==> config.mk <==
export PLATFORM = sky130hd
export DESIGN_NAME = multicycle_control
export DESIGN_NICKNAME = d
export VERILOG_FILES = /design/src/rtl/multicycle_control_pkg.sv /design/src/rtl/multicycle_control_output_decode.sv /design/src/rtl/multicycle_control.sv
export SDC_FILE = /design/constraint.sdc
export NUM_CORES = 1
export LEC_CHECK = 0
export BUFFER_PORTS_ARGS = -buffer_cell sky130_fd_sc_hd__buf_2
export CAP_MARGIN = 20
export CORE_MARGIN = 5
export CORE_UTILIZATION = 49
export CTS_CLUSTER_DIAMETER = 60
export CTS_CLUSTER_SIZE = 30
export DETAILED_ROUTE_END_ITERATION = 10
export GPL_TIMING_DRIVEN = 0
export PLACE_DENSITY = 0.88
export SYNTH_ARGS = -nofsm -noshare
export SYNTH_HDL_FRONTEND = slang
export SYNTH_SLANG_ARGS = --single-unit
==> constraint.sdc <==
create_clock -name clk -period 2.3 [get_ports clk]
set_input_delay 0.345 -clock clk [delete_from_list [all_inputs] [get_ports clk]]
set_output_delay 0.345 -clock clk [all_outputs]
set_load 0.02 [all_outputs]
==> src/rtl/multicycle_control_pkg.sv <==
//-----------------------------------------------------------------------------
// multicycle_control_pkg
// Shared definitions for the multicycle controller and the ALU control
// decoder. It holds the state encodings, the decoded opcodes, the ALUop codes
// and the packed control word that the output decoder produces.
// Revision: 1.0 - initial release
//-----------------------------------------------------------------------------
`default_nettype none
`timescale 1ns/1ps

package multicycle_control_pkg;

   // Controller states. The encodings are visible on the debug port.
   typedef enum logic [3:0] {
      S_FETCH     = 4'd0,
      S_DECODE    = 4'd1,
      S_MEMADDR   = 4'd2,
      S_MEMREAD   = 4'd3,
      S_MEMWB     = 4'd4,
      S_MEMWRITE  = 4'd5,
      S_EXECUTE   = 4'd6,
      S_RCOMPLETE = 4'd7,
      S_BRANCH    = 4'd8,
      S_JUMP      = 4'd9,
      S_ADDIEX    = 4'd10,
      S_ADDIWB    = 4'd11
   } state_t;

   // Opcodes taken from instr[31:26]
   localparam logic [5:0] OP_RTYPE = 6'b000000;
   localparam logic [5:0] OP_LW    = 6'b100011;
   localparam logic [5:0] OP_SW    = 6'b101011;
   localparam logic [5:0] OP_BEQ   = 6'b000100;
   localparam logic [5:0] OP_J     = 6'b000010;
   localparam logic [5:0] OP_ADDI  = 6'b001000;

   // ALUop codes understood by the ALU control decoder
   localparam logic [1:0] ALUOP_ADD   = 2'b00;
   localparam logic [1:0] ALUOP_SUB   = 2'b01;
   localparam logic [1:0] ALUOP_FUNCT = 2'b10;

   // Datapath control word
   typedef struct packed {
      logic       pc_write;
      logic       pc_write_cond;
      logic       iord;
      logic       mem_read;
      logic       mem_write;
      logic       mem_to_reg;
      logic       ir_write;
      logic       reg_write;
      logic       reg_dst;
      logic       alu_src_a;
      logic [1:0] alu_src_b;
      logic [1:0] pc_source;
      logic [1:0] alu_op;
   } ctrl_t;

   // True for the opcodes this controller knows how to sequence
   function automatic logic is_legal_opcode(input logic [5:0] opcode);
      case (opcode)
         OP_RTYPE, OP_LW, OP_SW, OP_BEQ, OP_J, OP_ADDI: is_legal_opcode = 1'b1;
         default:                                       is_legal_opcode = 1'b0;
      endcase
   endfunction

endpackage : multicycle_control_pkg

`default_nettype wire

==> src/rtl/multicycle_control_output_decode.sv <==
//-----------------------------------------------------------------------------
// mc_output_decode
// Maps the current controller state and the memory handshake to the
// datapath control word. Purely combinational.
//   state     in  current controller state
//   mem_ready in  memory handshake (gates IR and PC writes in FETCH)
//   ctrl      out control word
// Revision: 1.0 - initial release
//-----------------------------------------------------------------------------
`default_nettype none
`timescale 1ns/1ps

module mc_output_decode
   import multicycle_control_pkg::*;
(
   input  state_t state,
   input  logic   mem_ready,
   output ctrl_t  ctrl
);

   always_comb begin
      ctrl = '0;
      case (state)
         S_FETCH: begin
            ctrl.mem_read  = 1'b1;
            ctrl.alu_src_b = 2'b01;
            ctrl.alu_op    = ALUOP_ADD;
            // IR and PC only capture once the instruction word has arrived
            ctrl.ir_write  = mem_ready;
            ctrl.pc_write  = mem_ready;
         end
         S_DECODE: begin
            ctrl.alu_src_b = 2'b11;
            ctrl.alu_op    = ALUOP_ADD;
         end
         S_MEMADDR, S_ADDIEX: begin
            ctrl.alu_src_a = 1'b1;
            ctrl.alu_src_b = 2'b10;
            ctrl.alu_op    = ALUOP_ADD;
         end
         S_MEMREAD: begin
            ctrl.mem_read = 1'b1;
            ctrl.iord     = 1'b1;
         end
         S_MEMWRITE: begin
            ctrl.mem_write = 1'b1;
            ctrl.iord      = 1'b1;
         end
         S_MEMWB: begin
            ctrl.reg_write  = 1'b1;
            ctrl.mem_to_reg = 1'b1;
         end
         S_EXECUTE: begin
            ctrl.alu_src_a = 1'b1;
            ctrl.alu_src_b = 2'b00;
            ctrl.alu_op    = ALUOP_FUNCT;
         end
         S_RCOMPLETE: begin
            ctrl.reg_write = 1'b1;
            ctrl.reg_dst   = 1'b1;
         end
         S_BRANCH: begin
            ctrl.alu_src_a     = 1'b1;
            ctrl.alu_src_b     = 2'b00;
            ctrl.alu_op        = ALUOP_SUB;
            ctrl.pc_write_cond = 1'b1;
            ctrl.pc_source     = 2'b01;
         end
         S_JUMP: begin
            ctrl.pc_write  = 1'b1;
            ctrl.pc_source = 2'b10;
         end
         S_ADDIWB: begin
            ctrl.reg_write = 1'b1;
         end
         default: ctrl = '0;
      endcase
   end

endmodule : mc_output_decode

`default_nettype wire

==> src/rtl/multicycle_control.sv <==
//-----------------------------------------------------------------------------
// multicycle_control
// Main controller for a multicycle MIPS-style datapath. Holds the state
// register and the fetch counter, computes the next state from the opcode and
// the memory handshake, and drives the control word through mc_output_decode.
//   clk                 in  clock
//   rst                 in  asynchronous active-high reset
//   inInstructionOpcode in  instr[31:26]
//   inMemReady          in  memory access completes this cycle
//   out*                out datapath strobes and mux selects
//   outIllegal          out unsupported opcode seen in DECODE
//   outState            out current state (debug)
//   outInstrCount       out completed instruction fetches, wraps at 16 bits
// Revision: 1.0 - initial release
//-----------------------------------------------------------------------------
`default_nettype none
`timescale 1ns/1ps

module multicycle_control
   import multicycle_control_pkg::*;
(
   input  logic        clk,
   input  logic        rst,
   input  logic [5:0]  inInstructionOpcode,
   input  logic        inMemReady,
   output logic        outPCWrite,
   output logic        outPCWriteCond,
   output logic        outIorD,
   output logic        outMemRead,
   output logic        outMemWrite,
   output logic        outMemtoReg,
   output logic        outIRWrite,
   output logic        outRegWrite,
   output logic        outRegDst,
   output logic        outALUSrcA,
   output logic [1:0]  outALUSrcB,
   output logic [1:0]  outPCSource,
   output logic [1:0]  outALUop,
   output logic        outIllegal,
   output logic [3:0]  outState,
   output logic [15:0] outInstrCount
);

   state_t      state;
   state_t      state_next;
   logic [15:0] instr_count;
   ctrl_t       ctrl_dec;
   ctrl_t       ctrl;
   logic        fetch_done;

   assign fetch_done = (state == S_FETCH) && inMemReady;

   // State register
   always_ff @(posedge clk or posedge rst) begin
      if (rst) begin
         state <= S_FETCH;
      end else begin
         state <= state_next;
      end
   end

   // Completed-fetch counter; natural 16-bit wrap
   always_ff @(posedge clk or posedge rst) begin
      if (rst) begin
         instr_count <= 16'd0;
      end else if (fetch_done) begin
         instr_count <= instr_count + 16'd1;
      end
   end

   // Next-state function
   always_comb begin
      state_next = S_FETCH;
      case (state)
         S_FETCH:    state_next = inMemReady ? S_DECODE : S_FETCH;
         S_DECODE: begin
            case (inInstructionOpcode)
               OP_LW, OP_SW: state_next = S_MEMADDR;
               OP_RTYPE:     state_next = S_EXECUTE;
               OP_BEQ:       state_next = S_BRANCH;
               OP_J:         state_next = S_JUMP;
               OP_ADDI:      state_next = S_ADDIEX;
               default:      state_next = S_FETCH;
            endcase
         end
         S_MEMADDR: begin
            // Any other opcode here can only come from a disturbed IR;
            // abandon the instruction rather than guess.
            if (inInstructionOpcode == OP_LW) begin
               state_next = S_MEMREAD;
            end else if (inInstructionOpcode == OP_SW) begin
               state_next = S_MEMWRITE;
            end else begin
               state_next = S_FETCH;
            end
         end
         S_MEMREAD:  state_next = inMemReady ? S_MEMWB : S_MEMREAD;
         S_MEMWRITE: state_next = inMemReady ? S_FETCH : S_MEMWRITE;
         S_EXECUTE:  state_next = S_RCOMPLETE;
         S_ADDIEX:   state_next = S_ADDIWB;
         S_MEMWB, S_RCOMPLETE, S_BRANCH, S_JUMP, S_ADDIWB: state_next = S_FETCH;
         // Unused codes 12-15 recover to FETCH
         default:    state_next = S_FETCH;
      endcase
   end

   mc_output_decode u_output_decode (
      .state     (state),
      .mem_ready (inMemReady),
      .ctrl      (ctrl_dec)
   );

   // FETCH drives MemRead from its decode, so reset must also mask the
   // control word combinationally to keep every strobe low while rst is high.
   assign ctrl = rst ? '0 : ctrl_dec;

   assign outPCWrite     = ctrl.pc_write;
   assign outPCWriteCond = ctrl.pc_write_cond;
   assign outIorD        = ctrl.iord;
   assign outMemRead     = ctrl.mem_read;
   assign outMemWrite    = ctrl.mem_write;
   assign outMemtoReg    = ctrl.mem_to_reg;
   assign outIRWrite     = ctrl.ir_write;
   assign outRegWrite    = ctrl.reg_write;
   assign outRegDst      = ctrl.reg_dst;
   assign outALUSrcA     = ctrl.alu_src_a;
   assign outALUSrcB     = ctrl.alu_src_b;
   assign outPCSource    = ctrl.pc_source;
   assign outALUop       = ctrl.alu_op;

   assign outIllegal    = !rst && (state == S_DECODE) && !is_legal_opcode(inInstructionOpcode);
   assign outState      = state;
   assign outInstrCount = instr_count;

endmodule : multicycle_control

`default_nettype wire

=== Yosys cells after proc, flatten, opt, wreduce, memory -nomap -nowiden ===
Index checks and enable logic that the tools add are counted.

* Output and inout port bits: 37
* Bits of input ports: 9
* Register bits after elaboration: 20
* Word-level logic and storage cells: 55

* Equality and inequality tests: 16
* Mux-type cells: 22
* Reduce and logical (&&, ||, !) cells: 14
* Add/subtract/negate cells: 1

{| class="wikitable"
|+ Operators with widths
! operator !! number
|-
| $pmux W4 S7 || 1
|-
| $pmux W4 S5 || 1
|-
| $add A16 B1 Y16 const B || 1
|-
| $eq A4 B3 Y1 const B || 4
|-
| $eq A4 B4 Y1 const B || 4
|-
| $mux W16 || 1
|-
| $eq A6 B6 Y1 const B || 2
|-
| $mux W3 || 4
|-
| $mux W1 || 11
|-
| $eq A4 B2 Y1 const B || 2
|-
| $pmux W2 S2 || 2
|-
| $reduce_or A2 Y1 || 4
|-
| $eq A6 B2 Y1 const B || 1
|-
| $eq A6 B3 Y1 const B || 1
|-
| $eq A6 B4 Y1 const B || 1
|-
| $logic_not A6 Y1 || 1
|-
| $pmux W2 S3 || 1
|-
| $reduce_or A6 Y1 || 1
|-
| $eq A4 B1 Y1 const B || 1
|-
| $logic_not A4 Y1 || 1
|-
| $reduce_or A4 Y1 || 1
|-
| $logic_and A1 B1 Y1 || 3
|-
| $reduce_or A3 Y1 || 1
|-
| $logic_not A1 Y1 || 2
|-
| $pmux W1 S2 || 1
|}

=== Longest topological paths before layout ===
Gate-level depths: netlist of run 1.

* Word-level depth: 5
* Mapped depth: 6

=== Modules after synthesis ===
Synthesis of run 1 repeated with hierarchy kept, for this count alone.

* Cells, all modules: 161
* Area total of the unflattened synthesis: 1460.2 um^2

{| class="wikitable"
|+ By module, submodules not included
! module !! cells each !! area each (um^2) !! times used !! sequential area each (um^2)
|-
| multicycle_control || 131 || 1244.9 || 1 || 500.5
|-
| mc_output_decode || 30 || 215.2 || 1 || 0.0
|}

=== Least setup slack after synthesis of run 1 ===
Ideal clock, no wire load.

* Kind: register -> output
* Start point: register state[1], in the netlist outState[1]
* End point: output outALUSrcA
* Cell stages (with the launch flop): 5
* Arrival: 2050 ps
* Setup slack: -95 ps
* Cells stage by stage: dfrtp_1 -> buf_6 -> clkbuf_1 -> nor2_1 -> a2111oi_0

* Word-level cells in the longest chain between the ends: 4

{| class="wikitable"
|+ RTL lines
! what !! line !! source
|-
| start: declaration || multicycle_control.sv:44 || <nowiki>state_t state;</nowiki>
|-
| start signal: assignment || multicycle_control.sv:58 || <nowiki>state <= state_next;</nowiki>
|-
| $eq A4 B2 Y1, or another cell as far along || multicycle_control_output_decode.sv:23 || <nowiki>case (state)</nowiki>
|-
| $reduce_or A4 Y1 (no source line) (*) || -- ||
|-
| $mux W1 (*) || multicycle_control_output_decode.sv:23 ||
|-
| $mux W16 (*) || multicycle_control.sv:115 || <nowiki>assign ctrl = rst ? '0 : ctrl_dec;</nowiki>
|-
| end: declaration || multicycle_control.sv:35 || <nowiki>output logic outALUSrcA,</nowiki>
|}

Every way passes the cells marked *; elsewhere a longest branch is shown, timed or not.

=== Worst setup path in the final report of run 1 ===
* Start point: register state[1], in the netlist outState[1]
* End point: output outIllegal

* Word-level cells in the longest chain between the ends: 3

{| class="wikitable"
|+ RTL lines
! what !! line !! source
|-
| $eq A4 B1 Y1 || multicycle_control.sv:131 || <nowiki>assign outIllegal = !rst && (state == S_DECODE) && !is_legal_opcode(inInstructionOpcode);</nowiki>
|-
| $logic_and A1 B1 Y1 (2 in series) || multicycle_control.sv:131 ||
|-
| end: declaration || multicycle_control.sv:39 || <nowiki>output logic outIllegal,</nowiki>
|}

No other way between the ends.

==> results of run 1 <==
-- stage by stage --
stage / instance area (um2) / setup TNS, ns
final: 1660 / 0
after global routing: 1660 / -0.119
after CTS: 1640 / 0
after detailed placement: 1570 / -0.0479
after global placement: 1570 / 0
after floorplan: 1310 / 0
-- report_power, final --
part	total, mW	leakage [nW]	switching, mW	internal [mW]
logic	0.336	0.546	0.201	0.135
registers	0.478	0.267	0.0760	0.402
clock network	0.289	0.0279	0.113	0.176
-- kinds of logic after synthesis --
| group | Yosys count |
|---|---|
| DFF | 20 |
| AOI/OAI and AO/OA | 18 |
| buffers and inverters | 14 |
| muxes | 1 |
| and+or+nand+nor | 70 |
| xor gates and xnor gates | 18 |
| adders and majority gates | 1 |
-- layout make-up --
cell class	count	share of cell area
Tap cell	30	0.0226
Sequential cell	20	0.301
Clock buffer	3	0.0135
Timing Repair Buffer	47	0.147
Buffer	10	0.0369
Timing Repair inverter	1	0.00301
Clock inverter	1	0.0181
Multi-Input combinational cell	108	0.446
Inverter	4	0.0113
-- final timing paths --
path | cells after the start | startpoint | slack, ns | to
setup / recovery | 6 | outState[1]$_DFF_PP0_ | 0.05 | outIllegal
max in group asynchronous | 2 | rst | 1.73 | outInstrCount[4]$_DFFE_PP0P_
min in group clk | 2 | inInstructionOpcode[3] | 0.31 | outState[1]$_DFF_PP0_
setup reg to reg | 5 | outState[2]$_DFF_PP0_ | 0.72 | outInstrCount[6]$_DFFE_PP0P_
hold / removal | 2 | rst | 0.21 | outState[0]$_DFF_PP0_
hold reg to reg | 1 | outInstrCount[15]$_DFFE_PP0P_ | 0.47 | outInstrCount[15]$_DFFE_PP0P_
-- sequential cells by signal, summed over array words and instances (netlist names) --
signal         flops
outInstrCount     16
outState           4
-- metal layers --
metal  GRT usage  up-vias
li1            -      611
met1       0.238      613
met2       0.305       69
met3      0.0377        5
met4      0.0424        0
met5           0        -
-- synth_stat cells, types with 2 or more instances --
master,n,area [um2]
o211ai_1,3,22.5
xnor2_1,10,87.6
buf_4,3,22.5
or4_1,2,15.0
and3_1,4,25.0
nand4_1,3,18.8
nand2b_1,3,18.8
nor3_1,7,35.0
buf_2,2,10.0
nand3_1,10,50.1
clkbuf_1,3,11.3
nand2_1,9,33.8
nor3_2,2,20.0
o21ai_0,2,10.0
dfrtp_1,20,500
inv_1,3,11.3
nor4_1,3,18.8
nor2_1,15,56.3
xor2_1,8,70.1
a21oi_1,3,15.0
-- repair_timing --
item | CTS | global route
gates cloned | 1 | 0
hold buffers | 0 | 0
setup endpoints to repair | 2 | 8
hold endpoints to repair | 0 | 0
resized for setup | 2 | 5
buffers inserted | 1 | 2
==> metrics, run 1 <==
DR iter-0 viols=67; DR WL/cell=between 10 and 15 um; pwr/cell area=663 mW/mm2; post-synthesis xor/xnor area fraction=0.121; Max Clk Rate=0.444 GHz; Place WS=-0.0479 ns; Post-Synthesis Cells=142; worst hold margin=roughly 0.21 ns; DIE WIDTH=a little over 60 um; first-pass GRT wire length=approximately 5300 um; ant diodes=0; Mapped Area=~0.0013 mm2; slowest CP cell=or4_1; Setup CP Type=flip-flop to output port; Die Y=61.5 um; Site Rows=18; fin util=0.665; synthesized area per cell=around 9.2 um2; flop and latch count out of synthesis=20; CP startpoint kind=flip-flop; met2 routed WL=approximately 1600 um; clk_skew=around 0.018 ns; final count of negative-setup-slack endpoints=0; most frequent cells in the layout=buf_2, dfrtp_1, nor2_1; yosys synthesis warning count=0; H-tree Lvls=1; Rel. slew slack=0.620; area fraction in compound gates after synthesis=0.101; syn nets=152; Post-synth ARST share=1.00; Cell Chain, Critical Path=buf_6 -> and2b_1 -> nand2_1 -> or4_1 -> a21oi_2 -> buf_4; min Tclk post-route=around 2.3 ns; number of synthesized flops with an enable pin=0; area occupied by multi-input gates=roughly 740 um2; Lkg Pwr=~0.84 nW; CTS tree=done; Die ar.=0.00379 mm2; worst hold path type=input port to async pin; Final HPWL DP=2380 um; GRT Total Usage=0.181; ratio of cells with drive above 1 in the final layout=0.366; DRC=0; Final nets=between 200 and 250; Root Driver=clkbuf_4; status=completed; critical path buffer and inverter count=2; # port buffers=between 40 and 50; Congestion Overflow GR=0; unrepaired setup endpoints after global routing=true; pin count of the biggest net entering global routing=13; Yosys cell types=47; worst-path fanout max=8; Post-Route WL=between 3000 and 4000 um; Final period util=0.980; Power, Total=1.10 mW; placed insts=roughly 220; CP Capture Type=output port; Max Cap Viol=0; clk sinks=20; number of global-route vias before repair=about 1200; predominant post-synthesis flop cell=dfrtp_1; met1 wire length=~1300 um; largest family of logic cells by synthesized area=simple AND/OR/NAND/NOR gates; DR top layer=met4; Setup WS post-layout=about 0.046 ns; Filler Cells Inserted=202; sequential cell area=roughly 500 um2; worst vdd ir=approximately 0.45 mV; fin cells=around 220; worst-skew pair later-pin latency=0.31 ns; required time worst endpoint=approximately 2 ns; adder-cell share of the synthesized area=0.00962; RePlAce Congestion=between 0.8 and 0.9; Max Buffers Root-to-Sink=2; Final Hold Viols=0; Layout area overhead=27.8%; TritonCTS Buffers=3; Starting Density=0.521; commonest non-fill, non-tap cell in the layout=buf_2; Avg Vias per Cell=5.79; clock-pin slew on the worst setup and hold paths=0.13 ns; vias post-DR=~1300; met3 routed WL=about 320 um; antenna violations before repair=0; antenna viol nets, final=0; fin. max-slew vios=0; core area=0.00250 mm2; mux share of post-synthesis cell area=0.00865; critical path arrival=1.91 ns; Slew @ Worst Pin=about 0.57 ns; IO Pins=46; Simple-Gate Fraction of Synth Area=0.318; CP top delay family=simple AND/OR/NAND/NOR gates; Seq/Total Area, Yosys=0.385; DR pass1 iterations=4; delay of the slowest critical-path stage=around 0.49 ns
(Power assumes the default switching activity.)
==> inputs of run 2 (changes only) <==
Settings changed: CORE_ASPECT_RATIO set to 0.9.
==> metrics, run 2 (same netlist as run 1, synthesis figures left out) <==
status=completed; clock-pin slew on the worst setup and hold paths=0.11 ns (-0.02 ns); worst-path fanout max=8 (unchanged); fin. max-slew vios=0 (unchanged); DRC=0 (unchanged); pin count of the biggest net entering global routing=12 (-1); clk sinks=20 (unchanged); ant diodes=0 (unchanged); worst vdd ir=0.444 mV (-2.1%); R2R Setup Slk=0.75 ns (+0.03 ns); H-tree Lvls=1 (unchanged); critical path buffer and inverter count=2 (unchanged); ratio of cells with drive above 1 in the final layout=0.373 (+0.00708); clk_skew=0.00335 ns (-0.0149 ns); Final period util=0.950 (-0.0299); required time worst endpoint=1.96 ns (about the same); vias post-DR=1308 (+0.77%); Post-Route WL=3330 um (+2.1%); Site Rows=17 (-1); Starting Density=0.523 (+0.00236); RePlAce Congestion=0.915 (+2.8%); critical path arrival=1.84 ns (-0.07 ns); DR WL/cell=15.0 um (+3.5%); Rel. slew slack=0.620 (about the same); delay of the slowest critical-path stage=0.42 ns (-0.07 ns); Cell Chain, Critical Path=buf_6 -> and2b_2 -> nand2_2 -> or4_4 -> a21oi_2 -> buf_4; Lkg Pwr=0.824 nW (-2.0%); # port buffers=44 (unchanged); CP top delay family=simple AND/OR/NAND/NOR gates; number of global-route vias before repair=1270 (+5.9%); Die Y=58.9 um (-4.3%); first-pass GRT wire length=5390 um (+2.1%); Layout area overhead=25.9%; DR pass1 iterations=5 (+1); TritonCTS Buffers=3 (unchanged); placed insts=214 (-0.93%); Die ar.=0.00379 mm2 (about the same); Filler Cells Inserted=216 (+6.9%); core area=0.00249 mm2 (-0.45%); CP startpoint kind=flip-flop; Avg Vias per Cell=5.92 (+2.1%); Root Driver=clkbuf_4; GRT Total Usage=0.171 (-0.0107); final count of negative-setup-slack endpoints=0 (unchanged); fin cells=221 (-1.3%); Max Cap Viol=0 (unchanged); IO Pins=46 (unchanged); Setup CP Type=flip-flop to output port; Congestion Overflow GR=0 (unchanged); Final HPWL DP=2450 um (+3.0%); Final Hold Viols=0 (unchanged); Final nets=204 (-0.49%); DR iter-0 viols=48 (-28%); Power, Total=1.01 mW (-8.7%); Max Clk Rate=0.458 GHz (+3.1%); min Tclk post-route=2.19 ns (-0.0688 ns); Slew @ Worst Pin=0.570 ns (+0.00495 ns); Max Buffers Root-to-Sink=2 (unchanged); CTS tree=done; commonest non-fill, non-tap cell in the layout=buf_2; CP Capture Type=output port; setup TNS=0 ns (unchanged); worst-skew pair later-pin latency=0.29 ns (-0.02 ns); DIE WIDTH=64.3 um (+4.5%); unrepaired setup endpoints after global routing=false; antenna violations before repair=0 (unchanged); max FFs per register=16 (unchanged); antenna viol nets, final=0 (unchanged); most frequent cells in the layout=buf_2, dfrtp_1, nor2_1; worst hold path type=input port to async pin; pwr/cell area=615 mW/mm2 (-7.3%); slowest CP cell=or4_4
## run 2: cell type report
class,instances,area [um2],share of cell area
Multi-Input combinational cell,108,744,0.455
Inverter,4,18.8,0.0115
Timing Repair Buffer,46,238,0.145
Timing Repair inverter,1,5.00,0.00306
Sequential cell,20,500,0.306
Clock buffer,4,36.3,0.0222
Buffer,10,60.1,0.0367
Tap cell,28,35.0,0.0214
## run 2: path summary, 6_finish.rpt
| path | depth (start not counted) | end | start |
|---|---|---|---|
| worst max-delay path | 6 | outIllegal | outState[1]$_DFF_PP0_ |
| worst min-delay path | 3 | outState[0]$_DFF_PP0_ | rst |
| worst max register to register | 6 | outInstrCount[6]$_DFFE_PP0P_ | outState[1]$_DFF_PP0_ |
| worst min register to register | 1 | outInstrCount[15]$_DFFE_PP0P_ | outInstrCount[15]$_DFFE_PP0P_ |
| max in group asynchronous | 2 | outInstrCount[10]$_DFFE_PP0P_ | rst |
| min in group clk | 2 | outState[1]$_DFF_PP0_ | inInstructionOpcode[3] |
## run 2: worst min-delay path, cell delays in order
cell        delay, ns
clkbuf_1         0.25
clkinvlp_4       0.19
buf_4            0.12
## run 2: timing repair
item | CTS | global route
gates resized for setup | 1 | 6
endpoints found under the setup margin | 1 | 4
pin swaps | 0 | 1
cloned | 1 | 0
hold buffers | 0 | 0
hold endpoints to repair | 0 | 0
buffers inserted | 0 | 2
## run 2: per-layer routing
metal	up-vias	wire (um)	track usage
li1	618	-	-
met1	597	1360	0.215
met2	77	1600	0.311
met3	16	317	0.0248
met4	0	56	0.0320
met5	-	0	0
## run 2: where the power goes
group / leakage (nW) / switching (mW) / internal [mW]
combinational: 0.536 / 0.199 / 0.133
sequential: 0.267 / 0.0782 / 0.402
clock: 0.0210 / 0.0984 / 0.0963
## run 2: stage by stage
stage | util | hold slack, ns | setup slack [ns] | instance area, um2
6_report | 0.658 | 0.284 | 0.115 | 1640
5_1_grt | 0.658 | 0.318 | 0.0244 | 1640
4_1_cts | 0.646 | 0.227 | 0.00165 | 1610
3_5_place_dp | 0.628 | 0.453 | -0.0484 | 1560
3_3_place_gp | 0.628 | 0.453 | -0.00761 | 1560
2_1_floorplan | - | 0.469 | 0.133 | 1310
==> inputs of run 3 (changes only) <==
Settings changed: ABC_CLOCK_PERIOD_IN_PS set to 2500.
Clock period 2.3 ns to 2.5 ns, I/O delays scaled along.
==> metrics, run 3 (same netlist as run 1, synthesis figures left out) <==
commonest non-fill, non-tap cell in the layout=buf_2; first-pass GRT wire length=5360 um (-0.50%); Setup WS post-layout=0.162 ns (+0.0470 ns); clock-pin slew on the worst setup and hold paths=0.11 ns (about the same); worst-path fanout max=8 (unchanged); critical path buffer and inverter count=2 (unchanged); Congestion Overflow GR=0 (unchanged); DRC=0 (unchanged); ratio of cells with drive above 1 in the final layout=0.332 (-0.0415); Place WS=0.0742 ns (+0.123 ns); H-tree Lvls=1 (unchanged); fin. max-slew vios=0 (unchanged); CP top delay family=simple AND/OR/NAND/NOR gates; reg2reg end=outInstrCount[6]$_DFFE_PP0P_; vias post-DR=1280 (-2.1%); Rel. slew slack=0.617 (-0.00285); Die Y=58.9 um (unchanged); clk sinks=20 (unchanged); worst hold margin=0.240 ns (-0.0444 ns); pwr/cell area=562 mW/mm2 (-8.5%); placed insts=214 (unchanged); Site Rows=17 (unchanged); worst-skew pair later-pin latency=0.30 ns (about the same); Root Driver=clkbuf_4; status=completed; CP Capture Type=output port; delay of the slowest critical-path stage=0.48 ns (+0.06 ns); clk_skew=0.00710 ns (+0.00375 ns); RePlAce Congestion=0.930 (+1.7%); core area=0.00249 mm2 (unchanged); DR pass1 iterations=4 (-1); Max Clk Rate=about 0.43 GHz; critical path arrival=1.96 ns (+0.12 ns); # port buffers=44 (unchanged); DR iter-0 viols=63 (+31%); required time worst endpoint=2.12 ns (+0.16 ns); worst vdd ir=0.381 mV (-14%); most frequent cells in the layout=buf_2, dfrtp_1, nor2_1; pin count of the biggest net entering global routing=23 (+11); IO Pins=46 (unchanged); unrepaired setup endpoints after global routing=false; Final period util=0.935; fin cells=218 (-1.4%); Layout area overhead=22.0%; Lkg Pwr=0.799 nW (-3.0%); Die ar.=0.00379 mm2 (unchanged); worst reg-to-reg path cell count=6 (unchanged); DIE WIDTH=64.3 um (unchanged); Worst R2R Start=outState[1]$_DFF_PP0_; number of global-route vias before repair=1225 (-3.5%); Final HPWL DP=2430 um (-0.81%); slowest CP cell=or4_1; Area after DPL=0.00156 mm2 (-0.40%); Power, Total=893 uW (-11%); Filler Cells Inserted=224 (+3.7%); CP startpoint kind=flip-flop; antenna viol nets, final=0 (unchanged); R2R Setup Slk=0.95 ns (+0.20 ns); TritonCTS Buffers=3 (unchanged); Starting Density=0.523 (unchanged); max FFs per register=16 (unchanged); Max Cap Viol=0 (unchanged); fin util=0.638 (-0.0201); Avg Vias per Cell=5.87 (-0.79%); setup TNS=0 ns (unchanged); min Tclk post-route=about 2.3 ns; antenna violations before repair=0 (unchanged); ant diodes=0 (unchanged); Final nets=202 (-0.98%); Cell Chain, Critical Path=buf_6 -> and2b_1 -> nand2_1 -> or4_1 -> a21oi_1 -> buf_2; Finished Cell Area=0.00159 mm2 (-3.1%); Max Buffers Root-to-Sink=2 (unchanged); Setup CP Type=flip-flop to output port; GRT Total Usage=0.174 (+0.00373); CTS tree=done; Slew @ Worst Pin=0.575 ns (+0.00428 ns); DR WL/cell=15.0 um (about the same); Final Hold Viols=0 (unchanged); Post-Route WL=3280 um (-1.4%); final count of negative-setup-slack endpoints=0 (unchanged); worst hold path type=input port to async pin; Worst setup startpoint=outState[1]$_DFF_PP0_
[run 3: power by group]
part / internal, mW / switching (mW)
combinational: 0.118 / 0.181
sequential: 0.370 / 0.0727
clock: 0.0563 / 0.0951
total: 0.544 / 0.349
[run 3: how the worst max path moves through the flow]
stage                                end  slack (ns)  depth (start not counted)
after detailed placement  outPCSource[0]        0.07                          6
after CTS                 outPCSource[0]        0.06                          6
after floorplan           outPCSource[0]        0.06                          5
final                         outIllegal        0.16                          6
after global placement    outPCSource[0]        0.11                          6
after global routing          outIllegal       0.008                          6
[run 3: final cells by class]
class	count	area, um2	area share
Multi-Input combinational cell	108	727	0.458
Sequential cell	20	500	0.315
Timing Repair Buffer	44	220	0.139
Buffer	10	58.8	0.0370
Tap cell	28	35.0	0.0221
Clock buffer	3	22.5	0.0142
Inverter	4	18.8	0.0118
Timing Repair inverter	1	5.00	0.00315
[run 3: per-layer routing]
layer / global-route usage / wire length, um / vias up
met2: 0.301 / 1570 / 74
met1: 0.217 / 1380 / 597
met4: 0.0523 / 48 / 0
met5: 0 / 0 / -
met3: 0.0382 / 280 / 5
li1: - / - / 604
[run 3: timing repair]
item | in CTS | in global routing
setup endpoints to repair | 0 | 2
gates resized for setup | 0 | 1
hold buffers | 0 | 0
setup buffers | 0 | 0
